<file path="src/rtl/mem_stage_lsu.sv">
`default_nettype none
// ============================================================================
// Module   : mem_stage_lsu
// Brief    : MEM-stage load/store unit with dmem handshake, pipeline stall,
//            byte-lane store alignment and sign/zero-extended load return.
// Revision : 1.0 - initial release
// ============================================================================
module mem_stage_lsu #(
  parameter int WAIT_LIMIT = 255
) (
  input  logic        clk,
  input  logic        rst,
  input  logic        valid_i,
  input  logic [6:0]  opcode_i,
  input  logic [2:0]  funct3_i,
  input  logic [1:0]  store_type_i,
  input  logic [31:0] addr_i,
  input  logic [31:0] rs2_i,
  output logic        stall_o,
  output logic [31:0] ld_data_o,
  output logic        ld_valid_o,
  output logic        misaligned_o,
  output logic        bus_error_o,
  output logic        dmem_read,
  output logic        dmem_write,
  output logic [31:0] dmem_address,
  output logic [31:0] dmem_wdata,
  output logic [3:0]  dmem_byte_enable,
  input  logic        dmem_resp,
  input  logic [31:0] dmem_rdata
);

  localparam logic [6:0] C_OP_LOAD  = 7'b0000011;
  localparam logic [6:0] C_OP_STORE = 7'b0100011;

  localparam logic [1:0] S_IDLE   = 2'd0;
  localparam logic [1:0] S_ACCESS = 2'd1;
  localparam logic [1:0] S_DONE   = 2'd2;

  localparam int            CW      = (WAIT_LIMIT < 1) ? 1 : $clog2(WAIT_LIMIT + 1);
  localparam logic [CW-1:0] C_LIMIT = CW'(WAIT_LIMIT);
  localparam logic [CW-1:0] C_ONE   = CW'(1);

  logic [1:0]    r_state, w_state_nxt;
  logic          w_is_load, w_is_store, w_mem_op, w_misalign, w_start, w_abort;
  logic [1:0]    w_size;
  logic [3:0]    w_be;
  logic [31:0]   w_wdata, w_ld_ext;
  logic [7:0]    w_byte;
  logic [15:0]   w_half;

  logic          r_is_store, r_load_ok, r_misaligned, r_bus_error;
  logic [2:0]    r_funct3;
  logic [1:0]    r_off;
  logic [CW-1:0] r_wait;
  logic [31:0]   r_addr, r_wdata, r_ld_data;
  logic [3:0]    r_be;

  assign w_is_load  = opcode_i == C_OP_LOAD;
  assign w_is_store = opcode_i == C_OP_STORE;
  assign w_mem_op   = valid_i & (w_is_load | w_is_store);

  // Access size: 0 byte, 1 half, 2 word; undefined load widths fall back to word.
  always_comb begin
    w_size = 2'd2;
    if (w_is_store) begin
      case (store_type_i)
        2'b01:   w_size = 2'd1;
        2'b10:   w_size = 2'd0;
        default: w_size = 2'd2;
      endcase
    end else begin
      case (funct3_i[1:0])
        2'b00:   w_size = 2'd0;
        2'b01:   w_size = 2'd1;
        default: w_size = 2'd2;
      endcase
    end
  end

  always_comb begin
    w_misalign = 1'b0;
    if (w_size == 2'd2)      w_misalign = addr_i[1:0] != 2'b00;
    else if (w_size == 2'd1) w_misalign = addr_i[0];
    w_be = 4'b1111;
    if (w_is_store && w_size == 2'd0)      w_be = 4'b0001 << addr_i[1:0];
    else if (w_is_store && w_size == 2'd1) w_be = 4'b0011 << addr_i[1:0];
  end

  assign w_wdata = rs2_i << {addr_i[1:0], 3'b000};
  assign w_start = (r_state == S_IDLE) & w_mem_op & ~w_misalign;
  assign w_abort = (WAIT_LIMIT != 0) && (r_wait == C_LIMIT) && !dmem_resp;

  always_comb begin
    w_byte = dmem_rdata[{r_off, 3'b000} +: 8];
    w_half = dmem_rdata[{r_off[1], 4'b0000} +: 16];
    case (r_funct3)
      3'b000:  w_ld_ext = {{24{w_byte[7]}}, w_byte};
      3'b001:  w_ld_ext = {{16{w_half[15]}}, w_half};
      3'b100:  w_ld_ext = {24'd0, w_byte};
      3'b101:  w_ld_ext = {16'd0, w_half};
      default: w_ld_ext = dmem_rdata;
    endcase
  end

  always_ff @(posedge clk or posedge rst) begin
    if (rst) r_state <= S_IDLE;
    else     r_state <= w_state_nxt;
  end

  always_comb begin
    w_state_nxt = r_state;
    case (r_state)
      S_IDLE:   if (w_start) w_state_nxt = S_ACCESS;
      S_ACCESS: if (dmem_resp || w_abort) w_state_nxt = S_DONE;
      S_DONE:   w_state_nxt = S_IDLE;
      default:  w_state_nxt = S_IDLE;
    endcase
  end

  always_comb begin
    stall_o    = w_start | (r_state == S_ACCESS);
    dmem_read  = (r_state == S_ACCESS) & ~r_is_store;
    dmem_write = (r_state == S_ACCESS) & r_is_store;
    ld_valid_o = (r_state == S_DONE) & r_load_ok;
  end

  // Request snapshot is frozen for the whole access; r_wait counts ACCESS cycles including the current one.
  always_ff @(posedge clk or posedge rst) begin
    if (rst) begin
      r_is_store   <= 1'b0;
      r_load_ok    <= 1'b0;
      r_misaligned <= 1'b0;
      r_bus_error  <= 1'b0;
      r_funct3     <= 3'd0;
      r_off        <= 2'd0;
      r_wait       <= '0;
      r_addr       <= 32'd0;
      r_wdata      <= 32'd0;
      r_be         <= 4'd0;
      r_ld_data    <= 32'd0;
    end else begin
      r_misaligned <= (r_state == S_IDLE) & w_mem_op & w_misalign;
      r_bus_error  <= (r_state == S_ACCESS) & w_abort;
      if (w_start) begin
        r_addr     <= {addr_i[31:2], 2'b00};
        r_off      <= addr_i[1:0];
        r_be       <= w_be;
        r_wdata    <= w_wdata;
        r_funct3   <= funct3_i;
        r_is_store <= w_is_store;
        r_wait     <= C_ONE;
        r_load_ok  <= 1'b0;
      end else if (r_state == S_ACCESS) begin
        if (dmem_resp) begin
          r_load_ok <= ~r_is_store;
          if (!r_is_store) r_ld_data <= w_ld_ext;
        end else if ((WAIT_LIMIT != 0) && (r_wait != C_LIMIT)) begin
          r_wait <= r_wait + C_ONE;
        end
      end
    end
  end

  assign ld_data_o        = r_ld_data;
  assign misaligned_o     = r_misaligned;
  assign bus_error_o      = r_bus_error;
  assign dmem_address     = r_addr;
  assign dmem_wdata       = r_wdata;
  assign dmem_byte_enable = r_be;

endmodule
`default_nettype wire
</file>
<file path="config.mk">
export PLATFORM = sky130hd
export DESIGN_NAME = mem_stage_lsu
export DESIGN_NICKNAME = d
export VERILOG_FILES = /design/src/rtl/mem_stage_lsu.sv
export SDC_FILE = /design/constraint.sdc
export NUM_CORES = 1
export LEC_CHECK = 0
export CAP_MARGIN = 20
export CORE_ASPECT_RATIO = 0.6
export CORE_MARGIN = 4
export CORE_UTILIZATION = 25
export DETAILED_ROUTE_END_ITERATION = 16
export SYNTH_ARGS = -nofsm -noshare
export SYNTH_HDL_FRONTEND = slang
export SYNTH_SLANG_ARGS = --single-unit
</file>
<file path="constraint.sdc">
create_clock -name clk -period 8.3 [get_ports clk]
set_clock_uncertainty 0.15 [all_clocks]
set_input_delay 2.075 -clock clk [delete_from_list [all_inputs] [get_ports clk]]
set_output_delay 2.075 -clock clk [all_outputs]
set_load 0.03 [all_outputs]
</file>
==> summary.md, run 1 <==
| Metric | Value |
|---|---|
| Status | `completed` |
| Mapped Area | `5920 µm²` |
| Crit Path Max Fanout | `6` |
| Drt via density | `4.50` |
| WP data arrival | `4.39 ns` |
| Dpl hpwl | `14200 µm` |
| Crit-path most repeated cell | `clkdlybuf4s50_1` |
| DRC violation count after routing | `0` |
| Resized cells post-CTS | `0` |
| Post-synthesis compound-gate area fraction | `9.64%` |
| Cell Chain, Critical Path | `clkdlybuf4s50_1, nor4_2, nand4_1, mux2_2, o21ai_0, clkdlybuf4s50_1` |
| Top delay family on crit path | `buffers and inverters` |
| Worst-skew pair later-pin latency | `0.41 ns` |
| Ant. Diodes | `0` |
| Largest net degree at the start of global routing | `71` |
| CTS H-tree depth | `4` |
| Post-synth top flop | `dfrtp_1` |
| TritonCTS clock tree | `yes` |
| Global placement routability congestion | `0.783` |
| Postcts setup bufs | `0` |
| Xor and xnor area share after synthesis | `0.592%` |
| Most common cell after layout, fill and taps aside | `clkdlybuf4s50_1` |
| Simple-gate share of the synthesized area | `15.0%` |
| Clock Tree Root | `clkbuf_16` |
| CP Launch Type | `input port` |
| Dpl ws | `1.70 ns` |
| Global route total overflow | `0` |
| Maximum clock frequency | `0.151 GHz` |
| Wire per inst | `17.7 µm` |
| Worst Tran Pin Value | `0.950 ns` |
| Placeable core area | `23200 µm²` |
| Worst Setup End Kind | `primary output` |
| Max-cap violation count | `0` |
| Mux contribution to synthesized area | `18.4%` |
| Yosys reg bits | `117` |
| Total Wirelength | `19200 µm` |
| Hold Path Class | `reg -> reg` |
| Finished Layout Cells | `1085` |
| Power per cell area | `185 nW/µm²` |
| Syn Inst Count | `553` |
| Leading cell types in the layout, fill and taps excluded | `clkdlybuf4s50_1 (215), dfrtp_1 (117), nand2_1 (58)` |
| # port buffers | `215` |
| Synth Area in Adders | `1.27%` |
| R2R setup slack | `5.55 ns` |
| Crit-path slowest cell | `clkdlybuf4s50_1` |
| DRT iter0 DRCs | `259` |
| Area grow syn2layout | `49.0%` |
| Worst path bufs/invs | `2` |
| Fraction of synthesis flops using an asynchronous set or reset pin | `100%` |
| Layout fillers | `2316` |
| Avg Synthesized Cell Area | `10.7 µm²` |
| Rel. slew slack | `36.7%` |
| Share of cells above drive strength 1 | `13.8%` |
| Placed Instances | `1054` |
| Worst IR Drop VDD | `135 µV` |
| Die W | `207 µm` |
| Hold buffers post-CTS | `0` |
| IO Pins | `218` |
| Gr usage total | `14.6%` |
| Max stage delay on crit path | `0.69 ns` |
| Vias in the first global route | `4962` |
| Worst endpoint required time | `6.08 ns` |
| Kind of critical path | `in -> out` |
| Clk slew on worst S/H paths | `0.06 ns` |
| Routed via count | `4886` |
| Initial core utilization | `25.5%` |
| Clk buf depth | `2` |
| RSZ-0062 raised after global routing | `false` |
| Setup ws final | `1.68 ns` |
| First-pass GRT wire length | `29400 µm` |
| Setup TNS | `0 ns` |
| Pins over their slew limit | `0` |
| Total number of yosys warnings | `0` |
| Clock sinks | `117` |
| Final Hold Fails | `0` |
| Distinct cells, synth | `46` |
| # rows | `43` |
| Leak pwr | `0.00394 µW` |
| Largest family of logic cells by synthesized area | `multiplexers` |
| Final Util | `38.0%` |
| Seq/Total Area, Yosys | `49.5%` |
| Initial antenna violation count | `0` |
| CTS Buf Count | `17` |
| Die area | `26300 µm²` |
| Setup-failing EPs final | `0` |
| Crit share post-route | `79.7%` |
| Final nets | `876` |
| Pre-Repair DR Iteration Count | `4` |
| Number of synthesized flops with an enable pin | `0` |
| Tmin final | `6.62 ns` |
| ANT nets after route | `0` |
| Die height | `127 µm` |
==> layer usage <==
metal | GRT usage [%] | wire (µm) | up-vias
met5 | 0 | 0 | -
met4 | 3.95 | 201 | 0
met3 | 6.80 | 1930 | 17
met2 | 19.6 | 7790 | 179
met1 | 21.1 | 9240 | 2337
li1 | - | - | 2353
==> layout make-up <==
| class | count | area [µm²] | share of cell area, % |
|---|---|---|---|
| clock buffer | 27 | 493 | 5.59 |
| inverter | 26 | 100 | 1.14 |
| multi-input combinational | 374 | 2680 | 30.3 |
| sequential | 117 | 2930 | 33.2 |
| tap | 315 | 394 | 4.47 |
| clock inverter | 4 | 22.5 | 0.255 |
| timing repair buffer | 222 | 2200 | 25.0 |
==> path summary, 6_finish.rpt <==
check,from,to,depth (start not counted)
worst max-delay path,opcode_i[3],stall_o,6
worst min-delay path,ld_data_o[2],ld_data_o[2],2
worst max register to register,r_state[1],dmem_wdata[18],5
worst min register to register,ld_data_o[2],ld_data_o[2],2
max in group asynchronous,rst,dmem_wdata[10],3
min in group asynchronous,rst,dmem_address[16],2
==> Yosys cell counts (3+ instances only) <==
cell type,instances,share of area [%]
dfrtp_1,117,49
nand2_1,58,3.7
mux2_2,55,10
mux2i_1,39,6.6
o21ai_0,29,2.5
a21oi_1,28,2.4
inv_1,26,1.6
nor2_1,26,1.6
nand3_1,23,1.9
clkbuf_1,19,1.2
nor2b_1,15,1.6
or3_1,12,1.3
nand3_2,10,1.7
a211oi_1,8,1.0
a221oi_1,8,1.2
buf_6,8,1.5
o31ai_1,8,1.0
mux2_1,7,1.3
buf_2,6,0.51
ha_1,6,1.3
nand2b_1,5,0.53
nand4_1,4,0.42
xor2_1,4,0.59
buf_4,3,0.38
nor3_1,3,0.25
==> stage by stage <==
stage	power [µW]	area (µm²)	hold slack, ns
2_1_floorplan	816	5920	0.352
3_3_place_gp	982	8300	0.315
4_1_cts	1650	8820	0.333
6_report	1630	8820	0.327
5_1_grt	1710	8820	0.353
3_5_place_dp	983	8300	0.320
==> state kept, by name, summed over array words and instances (netlist names) <==
signal / flops
bus_error_o: 1
dmem_address: 30
dmem_byte_enable: 4
dmem_wdata: 32
ld_data_o: 32
misaligned_o: 1
r_funct3: 3
r_is_store: 1
r_load_ok: 1
r_off: 2
r_state: 2
r_wait: 8
==> cell families (layout without fill, tap and decap cells) <==
family	Yosys count	count (layout)
AOI/OAI and AO/OA	92	92
xor gates and xnor gates	4	4
adders and majority gates	6	6
buffers and inverters	63	279
DFF	117	117
muxes	101	101
other	1	2
and+or+nand+nor	169	169
==> worst min-delay path, cell delays in order (launching register included) <==
cell	delay, ns
dfrtp_1	0.34
nand2_1	0.05
o31ai_1	0.05
==> power by group <==
part / internal (µW) / switching (µW) / leakage [µW]
sequential: 611 / 26.9 / 0.00154
clock: 402 / 253 / 0.000251
combinational: 157 / 178 / 0.00215
total: 1170 / 458 / 0.00394
(Power assumes the default switching activity.)
==> inputs of run 2 (changes only) <==
==> constraint.sdc (replaced) <==
create_clock -name clk -period 6.9 [get_ports clk]
set_clock_uncertainty 0.15 [all_clocks]
set_input_delay 1.725 -clock clk [delete_from_list [all_inputs] [get_ports clk]]
set_output_delay 1.725 -clock clk [all_outputs]
set_load 0.03 [all_outputs]
==> run 2 against run 1 <==
Effect of this change:
- critical path depth did not move
- via count rose by 0.72%
- core utilization rose by 0.081 points
- final cell count barely moved
- cell area rose by 0.21%
- sequential cell count did not move
- clock-buffer cell count fell by 1
- critical path type unchanged
- highest routed layer unchanged
==> summary.md, run 2 (same netlist as run 1, synthesis figures left out) <==
| Metric | Value |
|---|---|
| Clock power frac | `40.3% (about the same)` |
| First-pass GRT wire length | `29600 µm (+0.80%)` |
| Hold path startpoint | `ld_data_o[15]` |
| Worst endpoint required time | `5.03 ns (-1.05 ns)` |
| GR Util met2 | `19.1% (-0.52 points)` |
| Max-cap violation count | `0 (unchanged)` |
| Hold WS | `0.329 ns (+0.00110 ns)` |
| CTS Buf Count | `17 (unchanged)` |
| Area grow syn2layout | `49.3%` |
| Most common cell after layout, fill and taps aside | `clkdlybuf4s50_1` |
| RSZ-0062 raised after global routing | `false` |
| Clk buf depth | `2 (unchanged)` |
| Crit share post-route | `79.3%` |
| CP Launch Type | `input port` |
| Largest net degree at the start of global routing | `73 (+2.8%)` |
| Kind of critical path | `in -> out` |
| Status | `completed` |
| Sw Ratio | `27.8% (-0.29 points)` |
| Worst R2R Path Depth | `5 (unchanged)` |
| # port buffers | `215 (unchanged)` |
| Initial core utilization | `25.5% (unchanged)` |
| Drt via density | `4.53 (+0.62%)` |
| DRT iter0 DRCs | `316 (+22%)` |
| Pins over their slew limit | `0 (unchanged)` |
| Final nets | `878 (+0.23%)` |
| Hold depth | `2 (unchanged)` |
| Gr usage total | `14.6% (-0.073 points)` |
| Setup-failing EPs final | `0 (unchanged)` |
| Initial antenna violation count | `0 (unchanged)` |
| ANT nets after route | `0 (unchanged)` |
| Leak pwr | `0.00396 µW (+0.43%)` |
| Placeable core area | `23200 µm² (unchanged)` |
| CTS H-tree depth | `4 (unchanged)` |
| Area post-placement | `8320 µm² (+0.15%)` |
| Global placement routability congestion | `0.770 (-1.6%)` |
| Hold buffers post-CTS | `0 (unchanged)` |
| Postcts setup bufs | `0 (unchanged)` |
| IO Pins | `218 (unchanged)` |
| Hold EP | `ld_data_o[15]` |
| Switch Pwr | `546 µW (+19%)` |
| Final Hold Fails | `0 (unchanged)` |
| FF-to-FF End | `dmem_byte_enable[1]` |
| Hold Path Class | `reg -> reg` |
| Layout fillers | `2309 (-0.30%)` |
| Die area | `26300 µm² (unchanged)` |
| Worst Tran Pin Value | `0.990 ns (+0.0393 ns)` |
| Clk slew on worst S/H paths | `0.05 ns (about the same)` |
| Tmin final | `5.47 ns` |
| Dpl ws | `1.42 ns (-0.275 ns)` |
| Dpl hpwl | `14000 µm (-0.86%)` |
| DRC violation count after routing | `0 (unchanged)` |
| Worst Setup End Kind | `primary output` |
| Wire per inst | `17.6 µm (-0.44%)` |
| R2R setup slack | `4.29 ns (-1.26 ns)` |
| Rel. slew slack | `34.0% (-2.6 points)` |
| Die height | `127 µm (unchanged)` |
| Worst IR Drop VDD | `154 µV (+14%)` |
| Leading cell types in the layout, fill and taps excluded | `clkdlybuf4s50_1 (214), dfrtp_1 (117), nand2_1 (58)` |
| Worst-skew pair later-pin latency | `0.41 ns (about the same)` |
| Vias in the first global route | `5102 (+2.8%)` |
| Flop pwr share | `39.2% (about the same)` |
| Clock Tree Root | `clkbuf_16` |
| Global route total overflow | `0 (unchanged)` |
| Routed via count | `4921 (+0.72%)` |
| GRT met3 Usage | `6.77% (-0.025 points)` |
| Ant. Diodes | `0 (unchanged)` |
| Cell Int Power | `1410 µW (+21%)` |
| Reg2Reg Launch Point | `r_state[1]` |
| Gr busiest metal | `met1` |
| Logic pwr share | `20.5% (about the same)` |
| Setup TNS | `0 ns (unchanged)` |
| Setup ws final | `1.43 ns (-0.255 ns)` |
| Die W | `207 µm (unchanged)` |
| Share of cells above drive strength 1 | `14.3% (+0.50 points)` |
| Resized cells post-CTS | `0 (unchanged)` |
| TritonCTS clock tree | `yes` |
| Total Wirelength | `19100 µm (-0.34%)` |
| Maximum clock frequency | `0.183 GHz` |
| Clock sinks | `117 (unchanged)` |
| Pre-Repair DR Iteration Count | `5 (+1)` |
| # rows | `43 (unchanged)` |
| Power per cell area | `222 nW/µm² (+20%)` |
| Crit Path Max Fanout | `6 (unchanged)` |
| GR Layer Usage met1 | `21.5% (+0.48 points)` |
| Design area | `8840 µm² (+0.21%)` |
| WP data arrival | `3.60 ns (-0.79 ns)` |
==> run 2: cell count changes in the layout (fill, tap and decap cells not counted), sizes merged <==
cell           previous run  this run
clkbuf                   27        26
buf                       7        10
clkdlybuf4s50           215       214
==> run 2: worst max path at each step <==
stage,end,cells past startpoint,startpoint,slack [ns]
global route,stall_o,6,opcode_i[3],1.29
global placement,stall_o,6,opcode_i[3],1.51
CTS,stall_o,6,opcode_i[3],1.42
detailed placement,stall_o,6,opcode_i[3],1.42
floorplan,stall_o,9,addr_i[1],1.24
finish,stall_o,6,opcode_i[3],1.43
==> run 2: layer usage <==
metal / up-vias / share of wire (%)
li1: 2358 / -
met4: 0 / 0.86
met3: 16 / 9.7
met1: 2401 / 49
met2: 146 / 40
met5: - / 0
==> run 2: stage by stage <==
stage | utilization (%) | power (µW) | std cells
after floorplan | - | 982 | 554
after global placement | 35.9 | 1180 | 1056
after detailed placement | 35.9 | 1180 | 1056
after CTS | 38.1 | 2000 | 1086
after global routing | 38.1 | 2060 | 1086
final | 38.1 | 1960 | 1086
==> run 2: power by group through the flow <==
stage          combinational (µW)  clock (µW)  sequential (µW)
2_1_floorplan                 128           0              854
3_3_place_gp                  406           0              777
3_5_place_dp                  405           0              778
4_1_cts                       407         822              768
5_1_grt                       432         853              774
6_report                      402         791              768
==> run 2: final cells by class <==
class | instances | area, µm² | area share (%)
inverters | 26 | 100 | 1.13
clock inverters | 4 | 22.5 | 0.255
flip-flops and latches | 117 | 2930 | 33.1
well taps | 315 | 394 | 4.46
clock buffers | 26 | 499 | 5.65
multi-input cells | 374 | 2680 | 30.3
repair buffers | 224 | 2220 | 25.1
==> run 2: worst max-delay path, cell delays in order <==
cell	delay, ns
clkdlybuf4s50_1	0.41
nor4_2	0.37
nand4_1	0.30
mux2_2	0.38
o21ai_0	0.21
buf_4	0.20
==> inputs of run 3 (changes only) <==
==> constraint.sdc (replaced) <==
create_clock -name clk -period 5.1 [get_ports clk]
set_clock_uncertainty 0.15 [all_clocks]
set_input_delay 1.275 -clock clk [delete_from_list [all_inputs] [get_ports clk]]
set_output_delay 1.275 -clock clk [all_outputs]
set_load 0.03 [all_outputs]
==> run 3 against run 2 <==
Effect of this change:
- register-to-register slack worse by 1.6 ns
- total power grew 41%
- sequential share of layout area is 0.34 points lower
- critical endpoint unchanged
- largest cell class unchanged
- largest power group unchanged
==> summary.md, run 3 (same netlist as run 1, synthesis figures left out) <==
| Metric | Value |
|---|---|
| RSZ-0062 raised after global routing | `false` |
| Clock sinks | `117 (unchanged)` |
| Crit share post-route | `89.2%` |
| Final Hold Fails | `0 (unchanged)` |
| Crit Path Max Fanout | `6 (unchanged)` |
| Leading cell types in the layout, fill and taps excluded | `clkdlybuf4s50_1 (214), dfrtp_1 (117), nand2_1 (58)` |
| Initial antenna violation count | `1 (+1)` |
| Layout fillers | `2294 (-0.65%)` |
| Resized cells post-CTS | `0 (unchanged)` |
| DRC violation count after routing | `0 (unchanged)` |
| Dpl ws | `0.565 ns (-0.855 ns)` |
| Vias in the first global route | `4922 (-3.5%)` |
| R2R setup slack | `2.67 ns (-1.62 ns)` |
| Pre-Repair DR Iteration Count | `5 (unchanged)` |
| Clock Tree Root | `clkbuf_16` |
| Max-cap violation count | `0 (unchanged)` |
| Global placement routability congestion | `0.781 (+1.4%)` |
| Rel. slew slack | `42.8% (+8.8 points)` |
| CTS Buf Count | `17 (unchanged)` |
| Wire per inst | `17.7 µm (+0.86%)` |
| Area grow syn2layout | `50.9%` |
| Die height | `127 µm (unchanged)` |
| Worst Setup End Kind | `primary output` |
| TritonCTS clock tree | `yes` |
| Postcts setup bufs | `0 (unchanged)` |
| Finished Layout Cells | `1093 (+0.64%)` |
| Worst Tran Pin Value | `0.856 ns (-0.134 ns)` |
| Die area | `26300 µm² (unchanged)` |
| Power per cell area | `309 nW/µm² (+39%)` |
| Setup TNS | `0 ns (unchanged)` |
| Clk slew on worst S/H paths | `0.06 ns (about the same)` |
| Routed via count | `4974 (+1.1%)` |
| Largest net degree at the start of global routing | `62 (-15%)` |
| ANT nets after route | `0 (unchanged)` |
| Initial core utilization | `25.5% (unchanged)` |
| Clk buf depth | `2 (unchanged)` |
| Worst-skew pair later-pin latency | `0.41 ns (about the same)` |
| Global route total overflow | `0 (unchanged)` |
| WP data arrival | `3.12 ns (-0.48 ns)` |
| Status | `completed` |
| IO Pins | `218 (unchanged)` |
| Total Wirelength | `19400 µm (+1.5%)` |
| First-pass GRT wire length | `29300 µm (-1.1%)` |
| Final nets | `882 (+0.46%)` |
| # rows | `43 (unchanged)` |
| Tmin final | `4.55 ns` |
| Setup ws final | `0.551 ns (-0.876 ns)` |
| DRT iter0 DRCs | `263 (-17%)` |
| Drt via density | `4.55 (+0.43%)` |
| Maximum clock frequency | `0.220 GHz` |
| Pwr Total | `2760 µW (+41%)` |
| Share of cells above drive strength 1 | `15.2% (+0.92 points)` |
| Die W | `207 µm (unchanged)` |
| Hold buffers post-CTS | `0 (unchanged)` |
| Most common cell after layout, fill and taps aside | `clkdlybuf4s50_1` |
| Placed Instances | `1060 (+0.38%)` |
| Kind of critical path | `in -> out` |
| CTS H-tree depth | `4 (unchanged)` |
| Leak pwr | `0.00400 µW (+1.2%)` |
| CP Launch Type | `input port` |
| Gr usage total | `14.6% (+0.060 points)` |
| Hold Path Class | `reg -> reg` |
| Worst endpoint required time | `3.67 ns (-1.36 ns)` |
| # port buffers | `215 (unchanged)` |
| Hold WS | `0.332 ns (+0.00390 ns)` |
| Dpl hpwl | `14400 µm (+2.7%)` |
| Worst IR Drop VDD | `237 µV (+54%)` |
| Pins over their slew limit | `0 (unchanged)` |
| Setup-failing EPs final | `0 (unchanged)` |
| Placeable core area | `23200 µm² (unchanged)` |
[run 3: changes by cell type in the layout (fill, tap and decap cells not counted), sizes merged]
cell / previous run / this run
clkinv: 3 / 6
clkinvlp: 1 / 2
buf: 10 / 14
clkbuf: 26 / 22
bufinv: 0 / 2
diode: 0 / 1
[run 3: critical path, stage by stage]
cell and delay, ns:
clkdlybuf4s50_1 0.42, nor4_2 0.35, nand4_1 0.31, mux2_2 0.40, o21ai_0 0.18, buf_4 0.19
[run 3: report_power, final]
| group | total (µW) | internal, µW | switching (µW) |
|---|---|---|---|
| logic | 548 | 257 | 291 |
| registers | 1040 | 993 | 43.7 |
| clock network | 1180 | 739 | 437 |
[run 3: per-stage QoR]
step	instance area (µm²)	util (%)
global route	8930	38.5
CTS	8930	38.5
detailed placement	8360	36.0
floorplan	5920	-
global placement	8360	36.0
finish	8930	38.5
[run 3: cell type report]
type,count,area [µm²],share of cell area [%]
inverters,26,100,1.12
multi-input cells,374,2680,30.0
clock inverters,10,105,1.18
well taps,315,394,4.41
diodes,1,2.50,0.0280
flip-flops and latches,117,2930,32.8
repair buffers,228,2260,25.3
clock buffers,22,464,5.20
[run 3: worst paths after layout]
| path | startpoint | to | cells after the start |
|---|---|---|---|
| min reg2reg | ld_data_o[3] | ld_data_o[3] | 2 |
| min | ld_data_o[3] | ld_data_o[3] | 2 |
| max in group asynchronous | rst | dmem_byte_enable[0] | 3 |
| max reg2reg | r_off[1] | ld_data_o[8] | 4 |
| min in group asynchronous | rst | dmem_address[31] | 2 |
| max | opcode_i[3] | stall_o | 6 |
[run 3: layer usage]
| metal | part of all wire (%) | routed length, µm | vias to the layer above | track usage, % |
|---|---|---|---|---|
| met4 | 1.3 | 252 | 0 | 4.30 |
| met1 | 49 | 9460 | 2419 | 21.6 |
| met3 | 11 | 2090 | 15 | 6.93 |
| li1 | - | - | 2364 | - |
| met5 | 0 | 0 | - | 0 |
| met2 | 39 | 7580 | 176 | 18.7 |
